[src/rtl/pic_pkg.sv]
// Shared constants and bit-manipulation helpers for the 8-line priority resolver.
package pic_pkg;

  localparam int unsigned NUM_IR = 8;
  localparam int unsigned IDX_W  = 3;

  // Reported as interrupt_id when a grant pulse finds nothing eligible.
  localparam logic [IDX_W-1:0] SPURIOUS_ID = IDX_W'(7);

  function automatic logic [NUM_IR-1:0] rotate_right(input logic [NUM_IR-1:0] value,
                                                     input logic [IDX_W-1:0]  amount);
    logic [2*NUM_IR-1:0] doubled;
    doubled = {value, value} >> amount;
    return doubled[NUM_IR-1:0];
  endfunction

  function automatic logic [NUM_IR-1:0] rotate_left(input logic [NUM_IR-1:0] value,
                                                    input logic [IDX_W-1:0]  amount);
    logic [2*NUM_IR-1:0] doubled;
    doubled = {value, value} << amount;
    return doubled[2*NUM_IR-1:NUM_IR];
  endfunction

  function automatic logic [IDX_W-1:0] onehot_to_index(input logic [NUM_IR-1:0] onehot);
    logic [IDX_W-1:0] idx;
    idx = '0;
    for (int unsigned i = 0; i < NUM_IR; i++) begin
      if (onehot[i]) idx = idx | IDX_W'(i);
    end
    return idx;
  endfunction

  // Position in the current priority order: 0 is highest, i.e. level L+1.
  function automatic logic [IDX_W-1:0] priority_rank(input logic [IDX_W-1:0] idx,
                                                     input logic [IDX_W-1:0] lowest);
    return IDX_W'(idx - lowest - IDX_W'(1));
  endfunction

endpackage

[src/rtl/priority_resolver_if.sv]
// Request/service bus between the interrupt controller core and its resolver.
interface priority_resolver_if;
  import pic_pkg::*;

  logic [NUM_IR-1:0] ir_in;
  logic              level_edge_triggered;
  logic [NUM_IR-1:0] int_mask;
  logic [NUM_IR-1:0] eoi;
  logic [IDX_W-1:0]  priority_rotate;
  logic              latch_in_service;

  logic [NUM_IR-1:0] interrupt_request_register;
  logic [NUM_IR-1:0] in_service_register;
  logic [NUM_IR-1:0] highest_level_in_service;
  logic              interrupt_out;
  logic [IDX_W-1:0]  interrupt_id;

  modport master (
    output ir_in, level_edge_triggered, int_mask, eoi, priority_rotate, latch_in_service,
    input  interrupt_request_register, in_service_register, highest_level_in_service,
           interrupt_out, interrupt_id
  );

  modport slave (
    input  ir_in, level_edge_triggered, int_mask, eoi, priority_rotate, latch_in_service,
    output interrupt_request_register, in_service_register, highest_level_in_service,
           interrupt_out, interrupt_id
  );

endinterface

[src/rtl/priority_resolver_encoder.sv]
// Combinational rotating priority encoder: picks the highest-priority set request
// when level `rotation` is the lowest priority and (rotation+1) mod 8 the highest.
module rotating_priority_encoder
  import pic_pkg::*;
(
  input  logic [NUM_IR-1:0] request,
  input  logic [IDX_W-1:0]  rotation,
  output logic [NUM_IR-1:0] onehot_c,
  output logic              valid_c
);

  logic [IDX_W-1:0]  shift;
  logic [NUM_IR-1:0] rotated;
  logic [NUM_IR-1:0] lowest;

  // Rotate the top-priority line down to bit 0, isolate the lowest set bit, rotate back.
  always_comb begin
    shift    = IDX_W'(rotation + IDX_W'(1));
    rotated  = rotate_right(request, shift);
    lowest   = rotated & NUM_IR'(~rotated + NUM_IR'(1));
    onehot_c = rotate_left(lowest, shift);
    valid_c  = |request;
  end

endmodule

[src/rtl/priority_resolver.sv]
// Interrupt priority resolver: request capture (edge/level), masking, rotating
// priority selection, in-service tracking and the registered INT request.
module priority_resolver
  import pic_pkg::*;
(
  input  logic                clk,
  input  logic                reset,
  priority_resolver_if.slave  pic
);

  logic [NUM_IR-1:0] ir_prev;
  logic [NUM_IR-1:0] irr;
  logic [NUM_IR-1:0] isr;
  logic              int_q;
  logic [IDX_W-1:0]  id_q;

  logic [NUM_IR-1:0] edges;
  logic [NUM_IR-1:0] pending;
  logic [NUM_IR-1:0] candidate;
  logic              cand_valid;
  logic [NUM_IR-1:0] hlis;
  logic              hlis_valid;
  logic [NUM_IR-1:0] grant;
  logic [IDX_W-1:0]  cand_idx;
  logic [IDX_W-1:0]  hlis_idx;
  logic              cand_higher;
  logic              int_next;
  logic [NUM_IR-1:0] irr_next;
  logic [NUM_IR-1:0] isr_next;
  logic [IDX_W-1:0]  id_next;

  rotating_priority_encoder u_candidate (
    .request  (pending),
    .rotation (pic.priority_rotate),
    .onehot_c (candidate),
    .valid_c  (cand_valid)
  );

  rotating_priority_encoder u_in_service (
    .request  (isr),
    .rotation (pic.priority_rotate),
    .onehot_c (hlis),
    .valid_c  (hlis_valid)
  );

  always_comb begin
    edges       = pic.ir_in & ~ir_prev;
    pending     = irr & ~pic.int_mask;
    grant       = pic.latch_in_service ? candidate : '0;
    cand_idx    = onehot_to_index(candidate);
    hlis_idx    = onehot_to_index(hlis);
    cand_higher = priority_rank(cand_idx, pic.priority_rotate)
                < priority_rank(hlis_idx, pic.priority_rotate);
    int_next    = cand_valid && (!hlis_valid || cand_higher);

    // Grant clears before new edges are ORed in, so a same-cycle edge re-arms the bit.
    if (pic.level_edge_triggered) irr_next = pic.ir_in & ~grant;
    else                          irr_next = (irr & ~grant) | edges;

    // Grant set is applied after EOI clear, so set wins on a collision.
    isr_next = (isr & ~pic.eoi) | grant;

    id_next = id_q;
    if (pic.latch_in_service) id_next = cand_valid ? cand_idx : SPURIOUS_ID;
  end

  always_ff @(posedge clk) begin
    if (reset) begin
      ir_prev <= '1;
      irr     <= '0;
      isr     <= '0;
      int_q   <= 1'b0;
      id_q    <= '0;
    end else begin
      ir_prev <= pic.ir_in;
      irr     <= irr_next;
      isr     <= isr_next;
      int_q   <= int_next;
      id_q    <= id_next;
    end
  end

  assign pic.interrupt_request_register = irr;
  assign pic.in_service_register        = isr;
  assign pic.highest_level_in_service   = hlis;
  assign pic.interrupt_out              = int_q;
  assign pic.interrupt_id               = id_q;

endmodule

[src/flat_wrapper.sv]
// flat-port wrapper written by rule: the top's interface ports become plain ports
module priority_resolver_flat import pic_pkg::*;
  (clk, reset, pic_ir_in, pic_level_edge_triggered, pic_int_mask, pic_eoi, pic_priority_rotate, pic_latch_in_service, pic_interrupt_request_register, pic_in_service_register, pic_highest_level_in_service, pic_interrupt_out, pic_interrupt_id);
  priority_resolver_if pic_i ();
  input  logic clk;
  input  logic reset;
  input wire logic [$bits(pic_i.ir_in)-1:0] pic_ir_in;
  input wire logic [$bits(pic_i.level_edge_triggered)-1:0] pic_level_edge_triggered;
  input wire logic [$bits(pic_i.int_mask)-1:0] pic_int_mask;
  input wire logic [$bits(pic_i.eoi)-1:0] pic_eoi;
  input wire logic [$bits(pic_i.priority_rotate)-1:0] pic_priority_rotate;
  input wire logic [$bits(pic_i.latch_in_service)-1:0] pic_latch_in_service;
  output wire logic [$bits(pic_i.interrupt_request_register)-1:0] pic_interrupt_request_register;
  output wire logic [$bits(pic_i.in_service_register)-1:0] pic_in_service_register;
  output wire logic [$bits(pic_i.highest_level_in_service)-1:0] pic_highest_level_in_service;
  output wire logic [$bits(pic_i.interrupt_out)-1:0] pic_interrupt_out;
  output wire logic [$bits(pic_i.interrupt_id)-1:0] pic_interrupt_id;
  assign pic_i.ir_in = pic_ir_in;
  assign pic_i.level_edge_triggered = pic_level_edge_triggered;
  assign pic_i.int_mask = pic_int_mask;
  assign pic_i.eoi = pic_eoi;
  assign pic_i.priority_rotate = pic_priority_rotate;
  assign pic_i.latch_in_service = pic_latch_in_service;
  assign pic_interrupt_request_register = pic_i.interrupt_request_register;
  assign pic_in_service_register = pic_i.in_service_register;
  assign pic_highest_level_in_service = pic_i.highest_level_in_service;
  assign pic_interrupt_out = pic_i.interrupt_out;
  assign pic_interrupt_id = pic_i.interrupt_id;
  priority_resolver u_core (.clk(clk), .reset(reset), .pic(pic_i));
endmodule
[config.mk]
export PLATFORM = sky130hd
export DESIGN_NAME = priority_resolver_flat
export DESIGN_NICKNAME = d
export VERILOG_FILES = /design/src/rtl/pic_pkg.sv /design/src/rtl/priority_resolver_if.sv /design/src/rtl/priority_resolver_encoder.sv /design/src/rtl/priority_resolver.sv /design/src/flat_wrapper.sv
export SDC_FILE = /design/constraint.sdc
export NUM_CORES = 1
export LEC_CHECK = 0
export CAP_MARGIN = 20
export CORE_ASPECT_RATIO = 0.7
export CORE_MARGIN = 5
export CORE_UTILIZATION = 50
export CTS_CLUSTER_SIZE = 16
export DETAILED_ROUTE_END_ITERATION = 8
export PLACE_DENSITY = 0.81
export SLEW_MARGIN = 20
export SYNTH_ARGS = -nofsm -noshare
export SYNTH_HDL_FRONTEND = slang
export SYNTH_SLANG_ARGS = --single-unit
[constraint.sdc]
create_clock -name clk -period 7.9 [get_ports clk]
set_input_delay 1.58 -clock clk [delete_from_list [all_inputs] [get_ports clk]]
set_output_delay 1.58 -clock clk [all_outputs]
set_load 0.005 [all_outputs]
==> summary.txt <==
Synthesis
  • Most used DFF post-synth: dfxtp_1
  • Top post-synthesis cells by area: dfxtp_1 (18%), mux4_2 (14%), mux2_2 (7.6%)
  • Syn avg cell area: approximately 8.4 sq um
  • Post-synth net total: between 400 and 500
  • Syn Inst Count: between 300 and 400
  • Async set-reset flop share out of synthesis: 0%
  • EDFF count, synth: 0
  • Yosys cell types: 59
  • Yosys top cell by area: dfxtp_1
  • Count leader, synth: nor2_1
  • Top cells by count, synth: nor2_1 (36), dfxtp_1 (28), nand2_1 (26), a21oi_1 (25), nand2b_1 (23)
  • Cell Area, Synth: about 0.0031 sq mm
  • Yosys Warn Count: 0
  • Post-synthesis sequential area ratio: 17.9%
  • Yosys reg bits: 28
  • Yosys top cell area share: approximately 18%

Critical path
  • Critical R2R Capture: u_core.pic.interrupt_out$_SDFF_PP0_
  • Bufs and invs on worst path: 3
  • Crit-path max FO: 16
  • Slowest cell on crit path: ha_1
  • Critical-path cell list: clkdlybuf4s50_1, ha_1, buf_4, mux4_2, mux2_2, nor3_2, a311oi_1, a31o_2, o21ai_0, clkdlybuf4s50_1
  • Data required, critical path: approximately 6.3 ns
  • Reg-to-reg startpoint: u_core.pic.interrupt_request_register[2]$_SDFF_PP0_
  • Worst setup SP type: input pin
  • FF-to-FF setup slack: about 3.7 ns
  • R2R cell count: 13
  • Critical Path Max Stage Delay: 0.75 ns
  • Setup Crit Path Kind: input pin to output pin
  • Setup crit end kind: output pin
  • Crit path max-delay family: buffers and inverters
  • Critical Path AT: ~5.6 ns
  • Most frequent CP cell: clkdlybuf4s50_1

Floorplanning
  • Site Rows: 24
  • Initial core utilization: between 50 and 60%
  • Chip Width: approximately 100 um
  • CORE AREA: approximately 0.006 sq mm
  • I/O Pins: 59
  • Die Footprint: about 0.008 sq mm
  • Die height: approximately 76 um

STA
  • Final period util: between 90% and 100%
  • Normalized max-slew margin: 31.7%
  • Post-layout min period: between 7 and 8 ns
  • RSZ-0062 raised after global routing: no
  • PnR worst setup slack: ~0.76 ns
  • Fmax: between 100 and 150 MHz
  • Post-Route Setup TNS: 0 ns
  • Setup-violating endpoint count in the final report: 0
  • Final hold vios: 0
  • Worst slew pin tran: approximately 1.0 ns
  • Clock Skews: 0.00985 ns
  • Final hold slack: 0.421 ns
  • Slew Limit Fails: 0

Pwr
  • Power, Total: 0.562 mW
  • VDD IR max: 0.133 mV
  • Power per cell area: 147 mW/mm^2
  • P_leak: ~1.4 nW

Hold path
  • HP Class: flip-flop to flip-flop
  • Hold path startpoint: u_core.ir_prev[3]$_SDFF_PP1_
  • Hold Path End: u_core.pic.interrupt_request_register[3]$_SDFF_PP0_
  • WHS Path Cells: 1

Clock tree
  • TritonCTS clock tree: yes
  • Post-CTS repair timing setup buffer count: 0
  • Clk buf depth: 2
  • CTS Sinks: 28
  • Max H-tree Level: 1
  • Clk_lat worst skew: approximately 0.28 ns
  • Post-CTS Resized: 0
  • CTS root buf: clkbuf_8
  • Clk slew on worst S/H paths: around 0.1 ns
  • Hold_buf cts: 0
  • Num CTS Buffers: 3

Layout
  • Fill count: 525
  • Fraction of layout cells with a size suffix above 1: between 10% and 20%
  • Area Growth Syn to Fin: 22.4%
  • Non-Filler Instances: 492
  • Multi-input combinational cell area: about 0.0024 sq mm
  • Antenna cells: 0
  • Final Util: 62.1%
  • Reg area: 561 sq um
  • Fin area: approximately 0.0038 sq mm
  • # nets final: between 400 and 500

Route
  • DR iter-0 viols: ~310
  • Wirelength, routed: ~9600 um
  • DRC: 0
  • First-pass iteration count of the detailed router: 5
  • Vias: about 3200
  • Antenna Violating Nets Remaining: 0
  • Via-to-Cell Ratio: about 6.6
  • Wire per inst: 19.5 um

Placed design
  • Placed Instances: 488
  • Port Buffer Count: between 50 and 60
  • Setup slack at placement: between 0.8 and 0.9 ns
  • Dpl cell area: about 0.0037 sq mm
  • HPWL Detailed: roughly 7300 um
  • Final Wtd Congestion: approximately 0.9

Global route
  • Gr ovfl total: 0
  • Largest net degree at the start of global routing: 44
  • Vias in the first global route: about 3100
  • GRT Resource Usage Total: between 20% and 30%
  • First-pass GRT wire length: around 16000 um
  • Antenna violations before repair: 0

Run status
  • Status: completed

Flow run
  • # Max-Cap Violations: 0
## worst reg2reg max path: stages (launching register included)
cell and delay, ns:
dfxtp_1 0.46, nor2b_1 0.42, a2111oi_0 0.22, mux4_2 0.52, and3_4 0.19, a311oi_1 0.55, o211ai_1 0.29, fa_1 0.45
xnor2_1 0.15, xnor2_1 0.15, ha_1 0.31, a21oi_1 0.13, a21oi_1 0.08, a211oi_1 0.21
## logic make-up after synthesis
kind of cell	count (synthesis)	share of synthesized area, %
simple gates	161	27.6
compound gates	82	18.3
mux	54	26.7
xor+xnor	6	1.92
buf+inv	33	4.29
fa+ha+maj	7	3.29
flops	28	17.9
## registers in the layout, indices dropped and copies added, names as in the netlist
| name | cells |
|---|---|
| u_core.pic.in_service_register | 8 |
| u_core.pic.interrupt_id | 3 |
| u_core.pic.interrupt_request_register | 8 |
| u_core.pic.interrupt_out | 1 |
| u_core.ir_prev | 8 |
## power by group
group,leakage [nW],switching (mW),internal [mW]
combinational,1.10,0.145,0.137
sequential,0.231,0.0147,0.152
clock,0.0357,0.0456,0.0679
## worst max path at each step
stage,slack [ns],depth (start not counted),startpoint,endpoint
2_1_floorplan,2.39,8,pic_priority_rotate[0],pic_highest_level_in_service[6]
3_3_place_gp,1.05,10,pic_priority_rotate[0],pic_highest_level_in_service[6]
3_5_place_dp,0.85,10,pic_priority_rotate[0],pic_highest_level_in_service[6]
4_1_cts,0.89,10,pic_priority_rotate[0],pic_highest_level_in_service[6]
5_1_grt,0.67,10,pic_priority_rotate[0],pic_highest_level_in_service[6]
6_report,0.76,10,pic_priority_rotate[0],pic_highest_level_in_service[6]
## final cells by class
type | count | area share (%)
sequential | 28 | 14.7
timing repair buffer | 64 | 16.4
inverter | 8 | 0.786
multi-input combinational | 310 | 63.8
tap | 78 | 2.55
clock inverter | 1 | 0.786
clock buffer | 3 | 1.08
## cell usage in the layout (no fill, tap or decap), types with 5 or more instances in the layout
cell type,n
mux2i_1,12
mux4_2,20
mux2_2,21
nor3_1,7
or2_2,9
ha_1,5
dfxtp_1,28
inv_1,6
a2111oi_0,6
nor2_1,36
a21oi_1,25
nor4_1,9
o21ai_0,9
nor2b_1,13
buf_4,6
nor3b_1,5
nand2b_1,23
nand3_1,14
clkdlybuf4s50_1,58
nand4_1,6
nand2_1,26
## per-layer routing
layer	routed length [um]	vias to the layer above	part of all wire (%)	track usage [%]
met5	0	-	0	0
met2	4070	209	42	34.4
met4	176	0	1.8	5.69
li1	-	1502	-	-
met1	4310	1492	45	35.2
met3	1050	21	11	3.90
No activity file was read; power rests on OpenSTA's default activity.
